$ cat src/rtl/viterbi_decode_ctrl.sv
// Viterbi decode pass sequencer: path-metric clear, per-stage ACS stepping,
// traceback, result handshake and input-buffer refresh for one 16-bit packet.
module viterbi_decode_ctrl #(
  parameter int NUM_STAGES = 8,
  parameter int ACS_LAT    = 1,
  parameter int CNT_W      = 8
) (
  input  logic             clk,
  input  logic             rst,
  input  logic             pkt_valid,
  input  logic             flush,
  input  logic             out_ready,
  output logic [2:0]       pair_sel,
  output logic             pm_clear,
  output logic             acs_en,
  output logic             tb_en,
  output logic [2:0]       tb_step,
  output logic             out_valid,
  output logic             refresh,
  output logic             busy,
  output logic [CNT_W-1:0] pkt_count
);

  typedef enum logic [2:0] {
    S_IDLE, S_INIT, S_ACS, S_TB, S_OUT, S_REFRESH
  } state_t;

  state_t     state, state_nxt;
  logic [2:0] stage;
  logic [1:0] lat;
  logic [2:0] tb_cnt;
  logic       last_lat, last_stage;

  assign last_lat   = (lat == 2'(ACS_LAT - 1));
  assign last_stage = (stage == 3'(NUM_STAGES - 1));

  always_ff @(posedge clk or posedge rst) begin
    if (rst) state <= S_IDLE;
    else     state <= state_nxt;
  end

  // Result handshake: out_valid is raised in OUT and held, independent of
  // out_ready; a transfer happens in any cycle where both are high. flush
  // overrides every transition, including that transfer.
  always_comb begin
    state_nxt = state;
    if (flush) begin
      state_nxt = S_IDLE;
    end else begin
      case (state)
        S_IDLE:    if (pkt_valid) state_nxt = S_INIT;
        S_INIT:    state_nxt = S_ACS;
        S_ACS:     if (last_lat && last_stage) state_nxt = S_TB;
        S_TB:      if (tb_cnt == 3'd0) state_nxt = S_OUT;
        S_OUT:     if (out_ready) state_nxt = S_REFRESH;
        S_REFRESH: state_nxt = S_IDLE;
        default:   state_nxt = S_IDLE;
      endcase
    end
  end

  always_ff @(posedge clk or posedge rst) begin
    if (rst) begin
      stage     <= '0;
      lat       <= '0;
      tb_cnt    <= '0;
      pkt_count <= '0;
    end else if (flush) begin
      stage  <= '0;
      lat    <= '0;
      tb_cnt <= '0;
    end else begin
      case (state)
        S_INIT: begin
          stage <= '0;
          lat   <= '0;
        end
        S_ACS: begin
          if (last_lat) begin
            lat   <= '0;
            stage <= stage + 3'd1;
            if (last_stage) tb_cnt <= 3'(NUM_STAGES - 1);
          end else begin
            lat <= lat + 2'd1;
          end
        end
        S_TB:      if (tb_cnt != 3'd0) tb_cnt <= tb_cnt - 3'd1;
        S_REFRESH: pkt_count <= pkt_count + 1'b1;
        default: ;
      endcase
    end
  end

  // Outputs decode only from state and counters, so no input reaches them.
  always_comb begin
    pair_sel  = 3'd0;
    pm_clear  = 1'b0;
    acs_en    = 1'b0;
    tb_en     = 1'b0;
    tb_step   = 3'd0;
    out_valid = 1'b0;
    refresh   = 1'b0;
    busy      = (state != S_IDLE);
    case (state)
      S_INIT: pm_clear = 1'b1;
      S_ACS: begin
        pair_sel = stage;
        acs_en   = (lat == 2'd0);
      end
      S_TB: begin
        tb_en   = 1'b1;
        tb_step = tb_cnt;
      end
      S_OUT:     out_valid = 1'b1;
      S_REFRESH: refresh = 1'b1;
      default: ;
    endcase
  end

endmodule

$ cat config.mk
export PLATFORM = sky130hd
export DESIGN_NAME = viterbi_decode_ctrl
export DESIGN_NICKNAME = d
export VERILOG_FILES = /design/src/rtl/viterbi_decode_ctrl.sv
export SDC_FILE = /design/constraint.sdc
export NUM_CORES = 1
export LEC_CHECK = 0
export CAP_MARGIN = 40
export CORE_UTILIZATION = 49
export CTS_BUF_LIST = sky130_fd_sc_hd__clkbuf_8 sky130_fd_sc_hd__clkbuf_16
export DETAILED_ROUTE_END_ITERATION = 16
export GPL_TIMING_DRIVEN = 0
export PLACE_DENSITY = 0.78
export RECOVER_POWER = 100
export SLEW_MARGIN = 20
export SYNTH_ARGS = -nofsm -noshare
export SYNTH_HDL_FRONTEND = slang
export SYNTH_SLANG_ARGS = --single-unit
$ cat constraint.sdc
create_clock -name clk -period 1.9 [get_ports clk]
set_input_delay 0.38 -clock clk [delete_from_list [all_inputs] [get_ports clk]]
set_output_delay 0.38 -clock clk [all_outputs]
set_load 0.1 [all_outputs]
Word level (Yosys, flattened, before mapping):

Index checks and enable logic that the tools add are counted.

* bits in registers: 19
* input port bits: 5
* output and inout bits: 20

* $add $sub $neg: 4
* eq/ne operators: 13
* muxes and demuxes: 24
* bitwise logic cells: 1
* reduce and logical (&&, ||, !) cells: 12

Operator list (count)
* two-way mux 3 bit: 13
* != test 3 bit (second input constant): 7
* one-hot mux 3 bit (5 select lines): 1
* one-hot mux 3 bit (2 select lines): 2
* nonzero test 3 bit: 4
* equality test 3 bit (second input constant): 3
* adder 8 x 1 -> 8 bit (second input constant): 1
* AND reduction 4 bit: 2
* equality test 3 x 2 -> 1 bit (second input constant): 2
* zero test 3 bit: 2
* two-way mux 1 bit: 5
* two-way mux 2 bit: 2
* one-hot mux 2 bit (2 select lines): 1
* AND reduction 2 bit: 2
* adder 3 x 1 -> 3 bit (second input constant): 1
* equality test 3 x 1 -> 1 bit (second input constant): 1
* subtractor 3 x 1 -> 3 bit (second input constant): 1
* adder 2 x 1 -> 2 bit (second input constant): 1
* zero test 2 bit: 1
* logical AND 1 bit: 1
* inverter 1 bit: 1

Depth between registers and ports, before layout:

* word-level depth: 5
* mapped depth: 6
* mapped depth without buffers: 6

Worst setup path after synthesis:

Ideal clock, no wire load.

* kind: register to output
* from: register state[1]
* to: output pm_clear
* arrival time: 1930 ps
* required time: 1520 ps
* setup slack: -410 ps
* stages on the path, launching flop included: 4
* path buffers: 1
* cell sequence: dfrtp_1 > buf_4 > nand2b_1 > nor2_1

* word-level cells in the longest chain between the ends: 2

Ends and longest elaborated chain
* start: declaration: line 28 `state_t state, state_nxt;`
* start signal: assignment: line 39 `else state <= state_nxt;`
* equality test 3 x 1 -> 1 bit: line 104 `case (state)`
* two-way mux 1 bit: line 104
* end: declaration: line 14 `output logic pm_clear,`

Every way passes these cells.

Final worst setup path:

* from: register state[0]
* to: output pair_sel[2]

* word-level cells in the longest chain between the ends: 2

Ends and longest elaborated chain
* equality test 3 x 2 -> 1 bit: line 104
* two-way mux 3 bit: line 104
* end: declaration: line 13 `output logic [2:0] pair_sel,`

Every way passes these cells.

==> results.cfg <==
[sta]
hold_viol = 0
slew_headroom_pct = 51.11
report.final.slew_viol_count = 0
finalSetupViolCount = 0
tightest_slew_ns = 0.7325
timing.final.crit_share_pct = 98.34
fin_skew_ns = 0.002250
min_period_ns = 1.869
fmax_ghz = 0.5352
rsz0062_at_grt = true

[global_route]
grt_usage_pct = 26.60
grt_first_pass_wirelength_mm = 4.843
grt-ovfl-total = 0
grt_antenna_before_repair = 0
grt_pass1_vias = 1054
grt_max_degree = 20

[final_layout]
area_growth_pct = 58.52
stdcell_count = 189
final_util_pct = 82.58
final_common_cell = dfrtp_1
final_cell_mix = 18 x dfrtp_1, 12 x buf_12, 11 x clkdlybuf4s50_1
diodes = 0
finalNetCount = 174
drive_gt1_share_pct = 33.54

[power]
peakVddDrop_mv = 1.294
p_int_mw = 1.230
power_density_nw_per_um2 = 1284
p_switching_mw = 1.116
p_clk_share_pct = 12.2
p_comb_share_pct = 65.5
total_power_mw = 2.346
p_seq_share_pct = 22.3
switching_share_pct = 47.57
total_leakage_power_nw = 0.8741

[route]
final_antenna_net_count = 0
dr_total_vias = 1060
drt-pass1-iter-count = 4
drc = 0
drt_iter0_drc = 21
post_drt_via_cell_ratio = 5.608
drt-wirelength-per-cell_um = 17.13
finalWirelength_mm = 3.237

[logic_synthesis]
synth_nets = 128
synth-seq-area-share_pct = 41.26
syn-instance-count = 116
synth-edff-count = 0
ys_async_sr_fraction_pct = 100.0
synth-main-ff-cell = dfrtp_1
synth_top_area_share_pct = 41.26
synth_area_um2 = 1152
synthTopCellsByArea = dfrtp_1 41%, ha_1 7.6%, xnor2_1 3.8%, mux2i_1 3.5%, inv_1 3.3%
synth-seq-cells = 19
yosysWarnings = 0
syn_avg_cell_area_um2 = 9.934
synth_cell_type_count = 35
synth_top_area_cell = dfrtp_1

[floorplan]
die_x_um = 50.50
initial_core_util_pct = 52.09
die_h_um = 50.50
die-area_um2 = 2550
num_rows = 17
core_area_um2 = 2212
io_pins = 25

[min_path]
min_path_cells = 1
min_path_type = flip-flop to flip-flop

[run_status]
status = completed

[place]
place_inst = 188
gp_congestion = 0.7753
port-buffer-count = 24
hpwl_mm = 2.083

[clock_tree]
cts_max_level = 1
clk_pin_slew_ns = 0.07
cts_hold_buf = 0
clock_latency_ns = 0.26
cts_root_buf = clkbuf_8
numCtsBuffers = 3
cts_tree = built
cts_max_path_buffers = 2
cts.sinks = 19

[critical_path]
cp_max_fo = 6
cp_top_family = buffers and inverters
cp-start-kind = flip-flop
crit_arrival_ns = 1.49
required_ns = 1.52
reg2reg_depth = 6
cp-end-kind = output port
max_stage_delay_ns = 0.42
cp_cell_sequence = buf_6 > nor3b_4 > buf_6 > and2_4 > buf_12
crit_buf_inv = 3
worst-path-stages = 5
cp_common_cell = buf_6
path_class = flip-flop to output port
cpMaxStageDelayCell = dfrtp_2

[flow_run]
drv_cap = 0
-- cell type report --
cell class | instances | area (µm²)
buffer | 7 | 61.31
clock buffer | 3 | 41.29
clock inverter | 1 | 5.005
fill | 125 | 385.4
inverter | 10 | 37.54
multi-input combinational | 80 | 614.3
sequential | 19 | 476.7
tap | 28 | 35.03
timing repair buffer | 41 | 555.5
-- worst register-to-register path, cell delays in order, from the launching register on --
cell and delay (ns):
dfrtp_1 0.39, inv_1 0.08, ha_1 0.22, nand3b_1 0.11, a21oi_1 0.09, a21oi_1 0.33, mux2_2 0.38
-- cells by family after synthesis --
logic type      Yosys count  synth area share [%]
compound gates           14                 8.686
xor+xnor                  8                 6.081
fa+ha+maj                 7                 7.600
buf+inv                  17                 7.709
flops                    19                 41.26
mux                       7                 6.406
simple gates             44                 22.26
-- final timing paths --
check / endpoint / startpoint / slack, ns
worst min register to register: pkt_count[7] / pkt_count[7] / 0.47
max in group asynchronous: state[0] / rst / 0.72
worst max register to register: tb_cnt[0] / tb_cnt[0] / 0.18
min in group asynchronous: pkt_count[6] / rst / 0.68
worst max-delay path: pair_sel[2] / state[0] / 0.03
worst min-delay path: pkt_count[7] / pkt_count[7] / 0.47
-- Yosys cell counts (2+ instances only) --
| library cell | number |
|---|---|
| xor2_1 | 3 |
| nand4_1 | 2 |
| nor2_1 | 8 |
| nand3b_1 | 2 |
| nand3_1 | 4 |
| mux2_2 | 3 |
| buf_2 | 2 |
| a22oi_1 | 2 |
| a21oi_1 | 6 |
| mux2i_1 | 4 |
| nand2_1 | 9 |
| nand2b_1 | 2 |
| buf_4 | 2 |
| and2_1 | 4 |
| inv_1 | 10 |
| xnor2_1 | 5 |
| ha_1 | 7 |
| dfrtp_1 | 19 |
| buf_6 | 2 |
| and3_1 | 5 |
-- power groups by stage --
stage	clock network [mW]	logic (mW)	registers [mW]
6_report	0.286	1.54	0.523
2_1_floorplan	0	0.805	0.597
3_3_place_gp	0	1.08	0.522
3_5_place_dp	0	1.32	0.527
4_1_cts	0.282	1.41	0.515
5_1_grt	0.314	1.60	0.529
-- through the flow --
stage	instance area, µm²	setup TNS (ns)	hold WS [ns]	setup WS, ns
3_5_place_dp	1733	-2.727	0.4693	-0.3532
5_1_grt	1827	-0.09893	0.5156	-0.02551
2_1_floorplan	1157	-0.8199	0.3311	-0.4099
6_report	1827	0	0.4746	0.03145
3_3_place_gp	1433	-7.005	0.4602	-0.7271
4_1_cts	1779	0	0.4792	0.005344
-- what timing repair did --
action	in CTS	in global routing
pin swaps	2	1
endpoints found under the hold margin	0	0
setup endpoints to repair	14	5
setup buffers	4	5
resized for setup	21	8
-- metal layers --
layer | vias up | GRT usage (%) | wire, µm
met4 | 0 | 13.43 | 122
met3 | 12 | 7.879 | 111
met2 | 31 | 45.56 | 1665
met5 | - | 0 | 0
met1 | 531 | 29.69 | 1338
li1 | 486 | - | -
-- flip-flops by register name (all words and copies together), names as in the netlist --
register   flops
pkt_count      8
stage          3
state          3
tb_cnt         3
lat            2
No activity file was read; power rests on OpenSTA's default activity.
